<file path="config.mk">
export PLATFORM = sky130hd
export DESIGN_NAME = softmax_argmax
export DESIGN_NICKNAME = d
export VERILOG_FILES = /design/src/rtl/softmax_pkg.sv /design/src/rtl/softmax_argmax_max_select.sv /design/src/rtl/softmax_argmax.sv
export SDC_FILE = /design/constraint.sdc
export NUM_CORES = 2
export LEC_CHECK = 0
export CAP_MARGIN = 30
export CORE_AREA = 5 5 684 686
export DETAILED_ROUTE_END_ITERATION = 6
export DIE_AREA = 0 0 689 691
export GPL_TIMING_DRIVEN = 0
export PLACE_DENSITY_LB_ADDON = 0.25
export SETUP_SLACK_MARGIN = 0.05
export SYNTH_ARGS = -nofsm -noshare
export SYNTH_HDL_FRONTEND = slang
export SYNTH_HIERARCHICAL = 1
export SYNTH_SLANG_ARGS = --single-unit
</file>
<file path="constraint.sdc">
create_clock -name clk -period 136 [get_ports clk]
set_input_delay 34 -clock clk [delete_from_list [all_inputs] [get_ports clk]]
set_output_delay 34 -clock clk [all_outputs]
set_load 0.03 [all_outputs]
</file>
<file path="src/rtl/softmax_pkg.sv">
// Shared definitions for the softmax datapath and its downstream argmax classifier:
// Q-format element type, argmax FSM states and the index-width helper.
package softmax_pkg;

  localparam int SM_DATA_WIDTH = 16;

  typedef logic signed [SM_DATA_WIDTH-1:0] q_t;

  typedef enum logic [1:0] {
    ST_IDLE = 2'd0,
    ST_REQ  = 2'd1,
    ST_SCAN = 2'd2,
    ST_HOLD = 2'd3
  } argmax_state_t;

  function automatic int idx_width(input int n);
    return (n > 1) ? $clog2(n) : 1;
  endfunction

endpackage

</file>
<file path="src/rtl/softmax_argmax_max_select.sv">
// Single-lane signed compare-select. A candidate replaces the running best only
// when strictly greater, so on ties the earlier (lower) index is kept.
module max_select
  import softmax_pkg::*;
#(
  parameter int DATA_WIDTH = SM_DATA_WIDTH,
  parameter int IDX_W      = 7
) (
  input  logic signed [DATA_WIDTH-1:0] cand,
  input  logic        [IDX_W-1:0]      cand_idx,
  input  logic signed [DATA_WIDTH-1:0] best,
  input  logic        [IDX_W-1:0]      best_idx,
  output logic signed [DATA_WIDTH-1:0] new_best,
  output logic        [IDX_W-1:0]      new_best_idx
);

  // strict signed greater-than select
  always_comb begin
    new_best     = best;
    new_best_idx = best_idx;
    if (cand > best) begin
      new_best     = cand;
      new_best_idx = cand_idx;
    end else begin
      new_best     = best;
      new_best_idx = best_idx;
    end
  end

endmodule

</file>
<file path="src/rtl/softmax_argmax.sv">
// Top-1 classifier: requests a vector from softmax, captures it, scans serially
// for the maximum element and offers index/probability/confidence on valid/ready.
module softmax_argmax
  import softmax_pkg::*;
#(
  parameter int VEC_SIZE       = 107,
  parameter int DATA_WIDTH     = SM_DATA_WIDTH,
  parameter int FIXED_PNT      = 8,
  parameter int TIMEOUT_CYCLES = 16,
  localparam int IDX_W         = idx_width(VEC_SIZE)
) (
  input  logic                         clk,
  input  logic                         rst_n,
  input  logic                         start,
  input  logic signed [DATA_WIDTH-1:0] conf_threshold,
  output logic                         busy,
  output logic                         sm_enable,
  input  logic                         sm_data_valid,
  input  logic signed [DATA_WIDTH-1:0] sm_vec [VEC_SIZE],
  output logic                         res_valid,
  input  logic                         res_ready,
  output logic        [IDX_W-1:0]      res_index,
  output logic signed [DATA_WIDTH-1:0] res_prob,
  output logic                         res_confident,
  output logic                         err_timeout
);

  localparam int              CNT_W    = $clog2(TIMEOUT_CYCLES);
  localparam logic [CNT_W-1:0] CNT_LAST = CNT_W'(TIMEOUT_CYCLES - 1);
  localparam logic [IDX_W-1:0] IDX_LAST = IDX_W'(VEC_SIZE - 1);
  localparam logic [IDX_W-1:0] IDX_ONE  = IDX_W'(1'b1);

  if ((VEC_SIZE < 1) || (TIMEOUT_CYCLES < 2) || (FIXED_PNT >= DATA_WIDTH)) begin : g_param_check
    $error("softmax_argmax: illegal parameter combination");
  end

  argmax_state_t                 state_r, state_n;
  logic          [CNT_W-1:0]     cnt_r;
  logic signed [DATA_WIDTH-1:0]  thr_r;
  logic signed [DATA_WIDTH-1:0]  buf_r [VEC_SIZE];
  logic signed [DATA_WIDTH-1:0]  best_val_r, sel_val_s, fin_val_s;
  logic          [IDX_W-1:0]     best_idx_r, idx_r, sel_idx_s, fin_idx_s;
  logic                          load_s, timeout_s, step_s, done_s, release_s;

  max_select #(.DATA_WIDTH(DATA_WIDTH), .IDX_W(IDX_W)) u_max_select (
    .cand         (buf_r[idx_r]),
    .cand_idx     (idx_r),
    .best         (best_val_r),
    .best_idx     (best_idx_r),
    .new_best     (sel_val_s),
    .new_best_idx (sel_idx_s)
  );

  // state register
  always_ff @(posedge clk or negedge rst_n) begin
    if (!rst_n) begin
      state_r <= ST_IDLE;
    end else begin
      state_r <= state_n;
    end
  end

  // next-state decode and datapath strobes
  always_comb begin
    state_n   = state_r;
    load_s    = 1'b0;
    timeout_s = 1'b0;
    step_s    = 1'b0;
    done_s    = 1'b0;
    release_s = 1'b0;
    case (state_r)
      ST_IDLE: begin
        if (start) state_n = ST_REQ;
        else       state_n = ST_IDLE;
      end
      ST_REQ: begin
        // a valid arriving on the final count still wins over the timeout
        if (sm_data_valid) begin
          load_s = 1'b1;
          if (VEC_SIZE == 1) begin
            done_s  = 1'b1;
            state_n = ST_HOLD;
          end else begin
            state_n = ST_SCAN;
          end
        end else if (cnt_r == CNT_LAST) begin
          timeout_s = 1'b1;
          state_n   = ST_IDLE;
        end else begin
          state_n = ST_REQ;
        end
      end
      ST_SCAN: begin
        step_s = 1'b1;
        if (idx_r == IDX_LAST) begin
          done_s  = 1'b1;
          state_n = ST_HOLD;
        end else begin
          state_n = ST_SCAN;
        end
      end
      ST_HOLD: begin
        if (res_valid && res_ready) begin
          release_s = 1'b1;
          state_n   = ST_IDLE;
        end else begin
          state_n = ST_HOLD;
        end
      end
      default: state_n = ST_IDLE;
    endcase
  end

  // final result source: scan winner, or element 0 for a single-class vector
  always_comb begin
    fin_val_s = sel_val_s;
    fin_idx_s = sel_idx_s;
    if (state_r == ST_SCAN) begin
      fin_val_s = sel_val_s;
      fin_idx_s = sel_idx_s;
    end else begin
      fin_val_s = sm_vec[0];
      fin_idx_s = '0;
    end
  end

  // capture buffer; contents are irrelevant until loaded, so no reset
  always_ff @(posedge clk) begin
    if (load_s) begin
      buf_r <= sm_vec;
    end
  end

  // control, scan and result registers
  always_ff @(posedge clk or negedge rst_n) begin
    if (!rst_n) begin
      cnt_r         <= '0;
      thr_r         <= '0;
      best_val_r    <= '0;
      best_idx_r    <= '0;
      idx_r         <= '0;
      busy          <= 1'b0;
      sm_enable     <= 1'b0;
      res_valid     <= 1'b0;
      res_index     <= '0;
      res_prob      <= '0;
      res_confident <= 1'b0;
      err_timeout   <= 1'b0;
    end else begin
      busy        <= (state_n != ST_IDLE);
      err_timeout <= timeout_s;

      if ((state_r == ST_IDLE) && start) begin
        sm_enable <= 1'b1;
        cnt_r     <= '0;
        thr_r     <= conf_threshold;
      end else if (load_s || timeout_s) begin
        sm_enable <= 1'b0;
      end else if (state_r == ST_REQ) begin
        cnt_r <= cnt_r + CNT_W'(1'b1);
      end

      if (load_s) begin
        best_val_r <= sm_vec[0];
        best_idx_r <= '0;
        idx_r      <= IDX_ONE;
      end else if (step_s) begin
        best_val_r <= sel_val_s;
        best_idx_r <= sel_idx_s;
        if (!done_s) idx_r <= idx_r + IDX_ONE;
      end

      if (done_s) begin
        res_valid     <= 1'b1;
        res_index     <= fin_idx_s;
        res_prob      <= fin_val_s;
        res_confident <= (fin_val_s >= thr_r);
      end else if (release_s) begin
        res_valid <= 1'b0;
      end
    end
  end

endmodule

</file>
==> results.cfg <==
[global_routing]
gr-usage-all-layers_pct = 16.9
antenna_found_initial = 269
grt_first_pass_wirelength_um = 518000
grt_pass1_vias = 47200
gr-total-overflow = 0
grt_max_degree = 71

[route]
vias = 44700
firstDrtPassIters = 7
viasPerCell = 3.71
drt_iter0_drc = 3895
ant_nets = 0
drcViolationCount = 3
wl_per_cell_um = 34.8
wirelength_um = 419000

[logic_synthesis]
yosysMostFrequentCell = edfxtp_1
synthSimpleGateAreaFrac_pct = 2.04
yosys_register_bits = 1792
synth_cell_types = 57
synth_xor_area_share_pct = 0.0624
syn_area_per_cell_um2 = 20.1
synth_top_family_by_area = multiplexers
ys.flop_type = edfxtp_1
synth_edf_count = 1712
synthTopCellsByArea = edfxtp_1 73%, mux4_2 10%, mux2i_1 4.0%
synthTopCellsByCount = 1712 x edfxtp_1, 322 x mux4_2, 283 x mux2i_1, 211 x nand2_1, 113 x o21ai_0
synthMuxAreaShare_pct = 15.3
syn_area_um2 = 70200
synth-adder-area-share_pct = 0.624
synth-compound-area-share_pct = 4.22
synth_top_area_cell = edfxtp_1
synth_top_area_share_pct = 73.2
async_reset_ff_share_pct = 4.46
synth_warnings = 6
synthCells = 3488
syn-num-nets = 5256
seq_area_frac_synth_pct = 76.1

[floorplanning]
start_util_pct = 15.2
core_um2 = 461000
die_w_um = 689
dieArea_um2 = 476000
io_pins = 1761
fp-row-count = 250
dieHeight_um = 691

[status]
violations = design-rule violations
outcome = finished with violations

[layout]
nNetsFinal = 7368
syn2layout_area_growth_pct = 49.7
drive_gt1_share_pct = 16.4

[timing]
worst_pin_slew_ps = 1120
final_hold_viol_count = 0
post-route-period-util_pct = 27.6
finalSetupTns_ps = 0
fin_skew_ps = 80.8
max_slew_margin_pct = 25.1
layout_min_cycle_time_ps = 37600
setup_viol = 0
whs_ps = 479
slew_viol_final = 0
fmax_ghz = 0.0266
grt_setup_unrepaired = false

[clock_network]
cts.clk_slew.worst_paths_ps = 50
cts_made_buffers = 222
cts_resized = 0
clock_sinks = 1792
clk_latency_ps = 920
hold_buffers = 0
cts_tree = built
htreeDepth = 4
cts_setup_buffers = 0
cts_buffer_depth = 4
root_buffer = clkbuf_16

[power]
power_leakage_nw = 34.0
finalPower_mw = 2.14
vdd_ir_drop_max_mv = 0.0113
powerDensity_nw_per_um2 = 20.3

[placement]
hpwl_um = 349000
portBuffers = 1760
place.gp.congestion = 0.842

[job]
drv_cap = 0

[setup_path]
cp-start-kind = input port
cp_data_arrival_time_ps = 38120
cp_max_fo = 66
cp.required_ps = 136520
cp-end-kind = flop
crit_type = input port to flop

[min_path]
hp-class = flop to flop
-- cell type report --
class,instances,area [µm²]
fill,48100,356000
sequential,1792,53400
timing repair buffer,1888,19600
multi-input combinational,1464,15700
tap,6174,7720
clock buffer,266,5720
clock inverter,139,1490
buffer,199,1070
antenna,91,228
inverter,33,124
-- stage by stage --
step                      cells  cell area (µm²)  utilization [%]  setup slack, ps
after floorplan            3488            70200                -            50050
after global placement    11400            95500             20.7            25060
after detailed placement  11500            97600             21.2            97560
after CTS                 12000           105000             22.7            98560
after global routing      12000           105000             22.7            98310
final                     12000           105000             22.8            98400
-- kinds of logic (layout without fill, tap and decap cells) --
group,Yosys count,count (layout)
and+or+nand+nor,324,324
adders and majority gates,35,35
DFF,1792,1792
buffers and inverters,232,2525
xor gates and xnor gates,5,5
other,0,91
AOI/OAI and AO/OA,437,437
muxes,663,663
-- state kept, by name (all words and copies together), names as in the netlist --
name / flops
buf_r: 1712
best_val_r: 16
res_prob: 16
thr_r: 16
best_idx_r: 7
idx_r: 7
res_index: 7
cnt_r: 4
state_r: 2
busy: 1
err_timeout: 1
res_confident: 1
res_valid: 1
sm_enable: 1
-- worst max-delay path, cell delays in order --
cell and delay (ps):
clkdlybuf4s50_1 480, and3b_1 160, clkbuf_1 350, clkbuf_4 530
buf_16 310, buf_16 330, buf_16 320, buf_16 350
buf_16 300, buf_16 300, buf_16 340
-- final timing paths --
| check | from | endpoint | slack (ps) | cells past startpoint |
|---|---|---|---|---|
| worst min register to register | res_index[4] | res_index[4] | 480 | 2 |
| max in group asynchronous | rst_n | idx_r[4] | 102280 | 2 |
| worst max-delay path | sm_data_valid | buf_r[814] | 98400 | 11 |
| min in group asynchronous | rst_n | res_prob[1] | 33050 | 1 |
| worst min-delay path | res_index[4] | res_index[4] | 480 | 2 |
| worst max register to register | idx_r[1] | res_confident | 126180 | 27 |
-- layout by cell type, fill, tap and decap left out, types with 14 or more instances in the layout --
cell type	synthesis	routed
clkdlybuf4s50_1	0	1759
edfxtp_1	1712	1712
mux4_2	322	322
mux2i_1	283	279
clkbuf_16	0	222
nand2_1	211	211
clkbuf_1	84	115
o21ai_0	113	108
diode_2	0	91
dfrtp_1	80	80
a21oi_1	76	76
buf_2	61	71
buf_4	25	62
clkinv_1	0	45
a22oi_1	37	37
buf_16	0	37
buf_6	17	35
mux2_2	35	35
a221oi_1	36	35
ha_1	35	35
inv_1	33	33
clkinv_2	0	32
a41oi_1	31	30
nor2_1	28	28
o21ai_1	22	27
buf_8	0	27
bufinv_16	0	25
nor2b_1	24	24
mux2_1	23	23
a21o_1	20	20
and2_1	19	19
a21boi_0	17	17
a311oi_1	15	15
a221o_1	15	15
o22ai_1	14	14
-- metal layers --
| metal | share of wire [%] | GRT usage [%] | vias to the layer above |
|---|---|---|---|
| met1 | 39 | 19.9 | 23100 |
| met4 | 2.2 | 3.55 | 130 |
| met5 | 0.20 | 0 | - |
| li1 | - | - | 18700 |
| met3 | 7.3 | 4.79 | 596 |
| met2 | 51 | 30.4 | 2096 |
-- where the power goes --
part           internal [mW]  switching, mW  total [mW]
Combinational          0.290          0.509       0.800
Sequential             0.707         0.0294       0.736
Clock                  0.348          0.254       0.601
Total                   1.34          0.792        2.14
Power figures use the tool's default switching activity.
